$ cat src/rtl/micro_seq_pkg.sv
// Shared definitions for the microprogram sequencer and the control-store encoder:
// sequencing op encodings, sequencer state and default geometry.
package micro_seq_pkg;

  localparam int unsigned DEF_AW          = 5;
  localparam int unsigned DEF_FETCH_ADDR  = 0;
  localparam int unsigned DEF_STACK_DEPTH = 2;

  typedef enum logic [2:0] {
    MOP_INC   = 3'b000,
    MOP_JMP   = 3'b001,
    MOP_JMPZ  = 3'b010,
    MOP_JMPNZ = 3'b011,
    MOP_MAP   = 3'b100,
    MOP_CALL  = 3'b101,
    MOP_RET   = 3'b110,
    MOP_HALT  = 3'b111
  } mop_t;

  typedef enum logic [1:0] {
    ST_IDLE,
    ST_RUN,
    ST_HALTED
  } useq_state_t;

endpackage

$ cat src/rtl/micro_sequencer_if.sv
// Control-word / micro-address bundle between the control unit and the sequencer.
interface micro_sequencer_if #(
  parameter int unsigned AW = micro_seq_pkg::DEF_AW
);
  logic          start;
  logic [2:0]    mop;
  logic [AW-1:0] mtarget;
  logic          zflag;
  logic [AW-1:0] map_addr;
  logic [AW-1:0] upc;
  logic          running;
  logic          halted;
  logic          stk_err;

  modport master (
    output start, mop, mtarget, zflag, map_addr,
    input  upc, running, halted, stk_err
  );

  modport slave (
    input  start, mop, mtarget, zflag, map_addr,
    output upc, running, halted, stk_err
  );
endinterface

$ cat src/rtl/useq_stack.sv
// Small LIFO for micro-subroutine return addresses; push on full and pop on empty
// are ignored here and reported by the caller.
module useq_stack #(
  parameter int unsigned DEPTH = 2,
  parameter int unsigned WIDTH = 5
) (
  input  logic             clk,
  input  logic             rst_n,
  input  logic             clr,
  input  logic             push,
  input  logic             pop,
  input  logic [WIDTH-1:0] din,
  output logic [WIDTH-1:0] top,
  output logic             full,
  output logic             empty
);
  localparam int unsigned PW = $clog2(DEPTH + 1);
  localparam int unsigned IW = (DEPTH > 1) ? $clog2(DEPTH) : 1;

  logic [PW-1:0]    ptr;
  logic [WIDTH-1:0] mem [DEPTH];

  assign full  = (ptr == PW'(DEPTH));
  assign empty = (ptr == '0);
  assign top   = mem[IW'(ptr - PW'(1))];

  always_ff @(posedge clk or negedge rst_n) begin
    if (!rst_n) begin
      ptr <= '0;
    end else if (clr) begin
      ptr <= '0;
    end else if (push && !full) begin
      ptr <= ptr + PW'(1);
    end else if (pop && !empty) begin
      ptr <= ptr - PW'(1);
    end
  end

  // Entries are never cleared; only the pointer defines what is live.
  always_ff @(posedge clk) begin
    if (!clr && push && !full) begin
      mem[IW'(ptr)] <= din;
    end
  end

endmodule

$ cat src/rtl/micro_sequencer.sv
// Microprogram sequencer: registered uPC with increment/branch/dispatch/call/return
// selection and a small return stack.
module micro_sequencer
  import micro_seq_pkg::*;
#(
  parameter int unsigned AW          = DEF_AW,
  parameter int unsigned FETCH_ADDR  = DEF_FETCH_ADDR,
  parameter int unsigned STACK_DEPTH = DEF_STACK_DEPTH
) (
  input  logic                clk,
  input  logic                rst_n,
  micro_sequencer_if.slave    bus
);
  localparam logic [AW-1:0] FETCH = AW'(FETCH_ADDR);

  useq_state_t   state_q, state_n;
  logic [AW-1:0] upc_q, upc_n, upc_inc;
  logic          err_q, err_n;
  logic          running_q, halted_q;
  logic          stk_clr, stk_push, stk_pop, stk_full, stk_empty;
  logic [AW-1:0] stk_top;

  assign upc_inc = upc_q + AW'(1);

  useq_stack #(
    .DEPTH (STACK_DEPTH),
    .WIDTH (AW)
  ) u_stack (
    .clk   (clk),
    .rst_n (rst_n),
    .clr   (stk_clr),
    .push  (stk_push),
    .pop   (stk_pop),
    .din   (upc_inc),
    .top   (stk_top),
    .full  (stk_full),
    .empty (stk_empty)
  );

  always_comb begin
    state_n  = state_q;
    upc_n    = upc_q;
    err_n    = err_q;
    stk_clr  = 1'b0;
    stk_push = 1'b0;
    stk_pop  = 1'b0;
    case (state_q)
      ST_IDLE, ST_HALTED: begin
        if (bus.start) begin
          state_n = ST_RUN;
          upc_n   = FETCH;
          err_n   = 1'b0;
          stk_clr = 1'b1;
        end
      end
      ST_RUN: begin
        case (mop_t'(bus.mop))
          MOP_INC:   upc_n = upc_inc;
          MOP_JMP:   upc_n = bus.mtarget;
          MOP_JMPZ:  upc_n = bus.zflag ? bus.mtarget : upc_inc;
          MOP_JMPNZ: upc_n = bus.zflag ? upc_inc : bus.mtarget;
          MOP_MAP:   upc_n = bus.map_addr;
          MOP_CALL: begin
            upc_n = bus.mtarget;
            if (stk_full) err_n = 1'b1;
            else          stk_push = 1'b1;
          end
          MOP_RET: begin
            if (stk_empty) begin
              err_n = 1'b1;
              upc_n = FETCH;
            end else begin
              stk_pop = 1'b1;
              upc_n   = stk_top;
            end
          end
          MOP_HALT:  state_n = ST_HALTED;
          default:   upc_n = upc_inc;
        endcase
      end
      default: begin
        state_n = ST_IDLE;
        upc_n   = FETCH;
      end
    endcase
  end

  always_ff @(posedge clk or negedge rst_n) begin
    if (!rst_n) begin
      state_q   <= ST_IDLE;
      upc_q     <= FETCH;
      err_q     <= 1'b0;
      running_q <= 1'b0;
      halted_q  <= 1'b0;
    end else begin
      state_q   <= state_n;
      upc_q     <= upc_n;
      err_q     <= err_n;
      running_q <= (state_n == ST_RUN);
      halted_q  <= (state_n == ST_HALTED);
    end
  end

  assign bus.upc     = upc_q;
  assign bus.running = running_q;
  assign bus.halted  = halted_q;
  assign bus.stk_err = err_q;

endmodule

$ cat src/flat_wrapper.sv
// flat-port wrapper written by rule: the top's interface ports become plain ports
module micro_sequencer_flat import micro_seq_pkg::*;
#(
  parameter int unsigned AW          = DEF_AW,
  parameter int unsigned FETCH_ADDR  = DEF_FETCH_ADDR,
  parameter int unsigned STACK_DEPTH = DEF_STACK_DEPTH
)
  (clk, rst_n, bus_start, bus_mop, bus_mtarget, bus_zflag, bus_map_addr, bus_upc, bus_running, bus_halted, bus_stk_err);
  micro_sequencer_if #(.AW(AW)) bus_i ();
  input  logic clk;
  input  logic rst_n;
  input wire logic [$bits(bus_i.start)-1:0] bus_start;
  input wire logic [$bits(bus_i.mop)-1:0] bus_mop;
  input wire logic [$bits(bus_i.mtarget)-1:0] bus_mtarget;
  input wire logic [$bits(bus_i.zflag)-1:0] bus_zflag;
  input wire logic [$bits(bus_i.map_addr)-1:0] bus_map_addr;
  output wire logic [$bits(bus_i.upc)-1:0] bus_upc;
  output wire logic [$bits(bus_i.running)-1:0] bus_running;
  output wire logic [$bits(bus_i.halted)-1:0] bus_halted;
  output wire logic [$bits(bus_i.stk_err)-1:0] bus_stk_err;
  assign bus_i.start = bus_start;
  assign bus_i.mop = bus_mop;
  assign bus_i.mtarget = bus_mtarget;
  assign bus_i.zflag = bus_zflag;
  assign bus_i.map_addr = bus_map_addr;
  assign bus_upc = bus_i.upc;
  assign bus_running = bus_i.running;
  assign bus_halted = bus_i.halted;
  assign bus_stk_err = bus_i.stk_err;
  micro_sequencer #(.AW(AW), .FETCH_ADDR(FETCH_ADDR), .STACK_DEPTH(STACK_DEPTH)) u_core (.clk(clk), .rst_n(rst_n), .bus(bus_i));
endmodule
$ cat config.mk
export PLATFORM = sky130hd
export DESIGN_NAME = micro_sequencer_flat
export DESIGN_NICKNAME = d
export VERILOG_FILES = /design/src/rtl/micro_seq_pkg.sv /design/src/rtl/micro_sequencer_if.sv /design/src/rtl/useq_stack.sv /design/src/rtl/micro_sequencer.sv /design/src/flat_wrapper.sv
export SDC_FILE = /design/constraint.sdc
export NUM_CORES = 1
export LEC_CHECK = 0
export ABC_AREA = 1
export BUFFER_PORTS_ARGS = -buffer_cell sky130_fd_sc_hd__buf_2
export CAP_MARGIN = 20
export CORE_MARGIN = 3
export CORE_UTILIZATION = 43
export DETAILED_ROUTE_END_ITERATION = 8
export PLACE_DENSITY = 0.67
export SYNTH_ARGS = -nofsm -noshare
export SYNTH_HDL_FRONTEND = slang
export SYNTH_HIERARCHICAL = 1
export SYNTH_SLANG_ARGS = --single-unit
$ cat constraint.sdc
create_clock -name clk -period 1.65 [get_ports clk]
set_clock_uncertainty 0.1 [all_clocks]
set_input_delay 0.2475 -clock clk [delete_from_list [all_inputs] [get_ports clk]]
set_output_delay 0.2475 -clock clk [all_outputs]
set_load 0.005 [all_outputs]
# After elaboration in Yosys (flattened, before gate mapping)

Memories as Yosys holds them, arrays and structs flattened.
Cells that the tools add are included.

Flip-flop bits (word level): 12
Bits in writable memories: 10
Input port bits: 17
Logic and storage cells: 70
Memories: 1

Memories:

| memory             | depth | bits a word | rd ports | clocked after Yosys merged registers in | wr ports | RTL line         | RTL |
|---|---|---|---|---|---|---|---|
| u_core.u_stack.mem | 2     | 5           | 1        | 0                                       | 1        | useq_stack.sv:21 | `logic [WIDTH-1:0] mem [DEPTH];` |

Add/sub/neg operators: 3
Equality and inequality tests: 17
Muxes and demuxes: 27
Reduce and logical (&&, ||, !) cells: 16

Operators with widths:

| cell                                                  | number |
|---|---|
| case mux 5 bit (6 select lines)                       | 1 |
| 2-to-1 mux 5 bit                                      | 4 |
| 2-to-1 mux 1 bit                                      | 13 |
| equality test 3 bit, second input constant            | 4 |
| 2-to-1 mux 2 bit                                      | 5 |
| case mux 5 bit (2 select lines)                       | 1 |
| inequality test 7 x 6 -> 1 bit, second input constant | 1 |
| equality test 2 bit, second input constant            | 3 |
| equality test 3 x 2 -> 1 bit, second input constant   | 2 |
| inequality test 3 bit, second input constant          | 2 |
| adder 5 x 1 -> 5 bit, second input constant           | 1 |
| AND reduction 5 bit                                   | 1 |
| equality test 2 x 1 -> 1 bit, second input constant   | 2 |
| logical AND 1 bit                                     | 4 |
| zero test 2 bit                                       | 2 |
| case mux 1 bit (2 select lines)                       | 2 |
| case mux 2 bit (2 select lines)                       | 1 |
| OR reduction 2 bit                                    | 2 |
| equality test 3 x 1 -> 1 bit, second input constant   | 1 |
| zero test 1 bit                                       | 3 |
| zero test 3 bit                                       | 1 |
| inequality test 3 x 2 -> 1 bit, second input constant | 1 |
| nonzero test 3 bit                                    | 1 |
| adder 2 x 1 -> 2 bit, second input constant           | 1 |
| other kinds (4)                                       | 4 |

# Longest topological paths before layout

Depth in word-level cells: 8
Gate-level depth with buffers: 11
Depth with buffers taken out: 10

# Modules after synthesis

The synthesis kept the hierarchy.

Modules (own cells, without submodules):

| module          | times used | cells each | area each (µm²) |
|---|---|---|---|
| micro_sequencer | 1          | 125        | 792.0 |
| useq_stack      | 1          | 51         | 541.8 |

# Worst setup path after synthesis

Ideal clock, no wire load.

Kind: reg-to-reg
From: register u_core.u_stack.ptr[0]
To: memory u_core.u_stack.mem[1][0], enable pin
Setup time: 0.340 ns
Data arrival time: 1.286 ns
Setup slack: -0.076 ns
Cell stages (with the launch flop): 9
Path buffers: 1
Clock period less this slack: 1.726 ns
Cell sequence: dfrtp_1 buf_6 inv_2 ha_1 nor2_1 nand2_1 inv_1 nand3_2 nor2_1

Longest elaborated chain between the ends: 8

Ends and longest elaborated chain:

| element                                | RTL line              | RTL |
|---|---|---|
| start: declaration                     | useq_stack.sv:20      | `logic [PW-1:0] ptr;` |
| start signal: assignment               | useq_stack.sv:33      | `ptr <= ptr + PW'(1);` |
| start signal: assignment               | useq_stack.sv:35      | `ptr <= ptr - PW'(1);` |
| equality test 2 bit                    | useq_stack.sv:23      | `assign full = (ptr == PW'(DEPTH));` |
| named net u_core.stk_full              | micro_sequencer.sv:20 | `logic stk_clr, stk_push, stk_pop, stk_full, stk_empty;` |
| 2-to-1 mux 1 bit                       | micro_sequencer.sv:65 | `if (stk_full) err_n = 1'b1;` |
| 2-to-1 mux 1 bit                       | micro_sequencer.sv:57 | `case (mop_t'(bus.mop))` |
| 2-to-1 mux 1 bit                       | micro_sequencer.sv:47 | `case (state_q)` |
| named net u_core.stk_push              | micro_sequencer.sv:20 |  |
| logical AND 1 bit (2 in a row)         | useq_stack.sv:41      | `if (!clr && push && !full) begin` |
| 2-to-1 mux 1 bit                       | useq_stack.sv:41      |  |
| 2-to-1 mux 1 bit (implied by the code) | useq_stack.sv:42      | `mem[IW'(ptr)] <= din;` |
| end: declaration                       | useq_stack.sv:21      |  |

The timed path passes the listed nets, and every way through them passes these cells.

# Worst setup path in the final report

From: register u_core.u_stack.ptr[0]
To: memory u_core.u_stack.mem[1][3], enable pin

The elaborated chain is that of the path after synthesis.

==> impl_metrics.tcl <==
set metrics [dict create \
    fp.dieH_um 61.7 \
    max_freq_mhz 629 \
    layout_setup_ws_ns 0.0607 \
    firstDrtPassIters 4 \
    detail-route-antenna-nets 0 \
    crit_path_end_kind "flop" \
    synth_cell_types 22 \
    clock_power_share 0.181 \
    wire_per_inst_um 12.2 \
    rr_worst_depth 8 \
    hold_viol_final 0 \
    critical_path_class "flop to flop" \
    cts.clk_slew.worst_paths_ns 0.12 \
    netSwitchingPower_mw 0.848 \
    drive_above_1_share 0.277 \
    yosysTopAreaCell "dfrtp_1" \
    fin_crit_ns 1.59 \
    area_growth_pct 21.2 \
    syn_area_sq_mm 0.00133 \
    leakagePower_nw 0.871 \
    rsz0062_at_grt "no" \
    worst_slew_pin_slew_ns 0.474 \
    whs_endpoint "u_core/bus.running$_DFF_PN0_" \
    via_count 1216 \
    yosysWarnings 6 \
    die_w_um 61.7 \
    rows 19 \
    seq_area_frac_synth 0.450 \
    p_comb_frac 0.429 \
    crit_fanout 5 \
    powerDensity_mw_per_mm2 1380 \
    track_usage 0.179 \
    syn_avg_cell_area_sq_um 7.58 \
    worstHoldStart "bus_start" \
    holdPathStages 3 \
    maxCapViolations 0 \
    finalWeightedCongestion 0.900 \
    p_sw_frac 0.380 \
    p_int_mw 1.38 \
    initial_core_util 0.468 \
    r2r_setup_slack_ns 0.06 \
    syn_inst 176 \
    grt_first_pass_wirelength_mm 5.00 \
    pwr-share-seq 0.390 \
    routed_wl_mm 2.99 \
    dp.final_hpwl_mm 2.41 \
    root_buffer "clkbuf_4" \
    via_per_inst 4.98 \
    register_area_sq_um 601 \
    synth_edf_count 10 \
    ys_ff_latch 22 \
    drc 0 \
    numCtsBuffers 3 \
    slew_violations 0 \
    antennaDiodeCount 0 \
    cts_tree "yes" \
    hp-class "input pin to flop" \
    insertion_delay_ns 0.30 \
    grt_max_degree 14 \
    syn_nets 196 \
    cts.sinks 22 \
    cts.path.max_buffers 2 \
    finalSetupViolations 0 \
    synthTopCellsByArea "dfrtp_1 23%, edfxtp_1 23%, nand2_1 18%" \
    ys_async_sr_fraction 0.545 \
    tns_ns 0 \
    place_worst_setup_slack_ns 0.0605 \
    synth_most_common_cell "nand2_1" \
    io_buffers 24 \
    grt-ovfl-total 0 \
    die-area_sq_mm 0.00381 \
    peakVddDrop_uv 796 \
    grt_pass1_vias 1118 \
    critPathLaunchType "flop" \
    n_fill_cell 274 \
    multi_input_area_sq_um 633 \
    drtIter0Drc 43 \
    core_sq_mm 0.00285 \
    r2r_start "u_core/u_stack/ptr[0]$_DFFE_PN0P_" \
    status "complete, no violations" \
    critical_path_arrival_ns 1.52 \
    htree_levels 1 \
    finalNetCount 234 \
    synthTopCellsByCount "64 x nand2_1, 18 x nor2_1, 16 x inv_1, 14 x nand3_1, 12 x dfrtp_1" \
    cp.required_ns 1.58 \
    slew_headroom 0.684 \
    ys.flop_type "dfrtp_1" \
    synth_top_area_share 0.225 \
    finalCritPeriodShare 0.963 \
    antenna_found_initial 0 \
    io_pins 25 \
    reg2reg_to "u_core/u_stack/mem[1][3]$_DFFE_PP_" \
]
==> worst max-delay path, stage by stage (launching register included) <==
cell and delay (ns):
dfrtp_1 0.38, inv_2 0.05, ha_2 0.18, nor2_1 0.09, nand2_1 0.09, inv_2 0.08
nand3_2 0.09, nor2_1 0.12, buf_4 0.15
==> stage by stage <==
| stage | power (mW) | hold slack [ns] | std cells | utilization | cell area (sq um) |
|---|---|---|---|---|---|
| after floorplan | 1.49 | -0.148 | 176 | - | 1330 |
| after global placement | 1.80 | 0.0579 | 238 | 0.541 | 1540 |
| after detailed placement | 1.84 | 0.0564 | 238 | 0.541 | 1540 |
| after CTS | 2.24 | 0.147 | 243 | 0.563 | 1610 |
| after global routing | 2.43 | 0.159 | 244 | 0.567 | 1620 |
| final | 2.23 | 0.157 | 244 | 0.567 | 1620 |
==> layout make-up <==
cell class	count	area share
Multi-Input combinational cell	129	0.392
Sequential cell	22	0.372
Timing Repair Buffer	35	0.127
Inverter	23	0.0534
Tap cell	31	0.0240
Clock inverter	1	0.0186
Clock buffer	3	0.0139
==> sequential cells by signal, indices dropped and copies added, names as in the netlist <==
name                cells
u_core/u_stack/mem     10
u_core/bus.upc          5
u_core/state_q          2
u_core/u_stack/ptr      2
u_core/bus.halted       1
u_core/bus.running      1
u_core/bus.stk_err      1
==> how the worst max path moves through the flow <==
stage	from	end	slack, ns	cells after the start
final	u_core/u_stack/ptr[0]$_DFFE_PN0P_	u_core/u_stack/mem[1][3]$_DFFE_PP_	0.06	8
after CTS	u_core/u_stack/ptr[0]$_DFFE_PN0P_	u_core/u_stack/mem[1][3]$_DFFE_PP_	0.03	8
after global routing	u_core/u_stack/ptr[0]$_DFFE_PN0P_	u_core/u_stack/mem[1][3]$_DFFE_PP_	0.0007	8
after detailed placement	u_core/u_stack/ptr[0]$_DFFE_PN0P_	u_core/u_stack/mem[1][4]$_DFFE_PP_	0.06	8
after floorplan	u_core/u_stack/ptr[0]$_DFFE_PN0P_	u_core/u_stack/mem[1][0]$_DFFE_PP_	-0.08	8
after global placement	u_core/u_stack/ptr[0]$_DFFE_PN0P_	u_core/u_stack/mem[1][2]$_DFFE_PP_	0.07	8
==> repair_timing <==
action                     4_1_cts  5_1_grt
gates resized for setup          0        2
setup endpoints to repair        0       11
hold buffers                     1        0
buffers inserted                 0        1
hold endpoints to repair        12        0
==> per-layer routing <==
metal,vias up,global-route usage,wire length [um],share of wire
met2,32,0.281,1410,0.47
met5,-,0,0,0
li1,639,-,-,-
met4,0,0.0545,20,0.0067
met3,4,0.0310,123,0.041
met1,541,0.255,1430,0.48
==> power groups by stage <==
stage / combinational (mW) / clock, mW / sequential, mW
6_report: 0.957 / 0.403 / 0.871
3_5_place_dp: 0.952 / 0 / 0.885
2_1_floorplan: 0.620 / 0 / 0.873
4_1_cts: 0.958 / 0.415 / 0.872
3_3_place_gp: 0.928 / 0 / 0.874
5_1_grt: 1.10 / 0.440 / 0.888
==> cells by family (layout without fill, tap and decap cells) <==
kind of cell,Yosys count,after routing,synth area share
AO/OA/AOI/OAI,12,12,0.0469
buffers and inverters,25,62,0.0769
XOR/XNOR,3,3,0.0197
flip-flops,22,22,0.450
adder cells (fa/ha/maj),3,3,0.0281
AND/OR/NAND/NOR,111,111,0.378
==> layout by cell type, fill, tap and decap left out, drive strengths merged <==
cell and instances:
o21ai 6, nand3 20, dfrtp 12, buf 34
xnor2 2, edfxtp 10, nor2 22, ha 3
xor2 1, clkbuf 3, a31oi 1, inv 23
dlygate4sd3 1, nand4 3, o22ai 1, a21oi 4
nand2 66, bufinv 1
(Power assumes the default switching activity.)
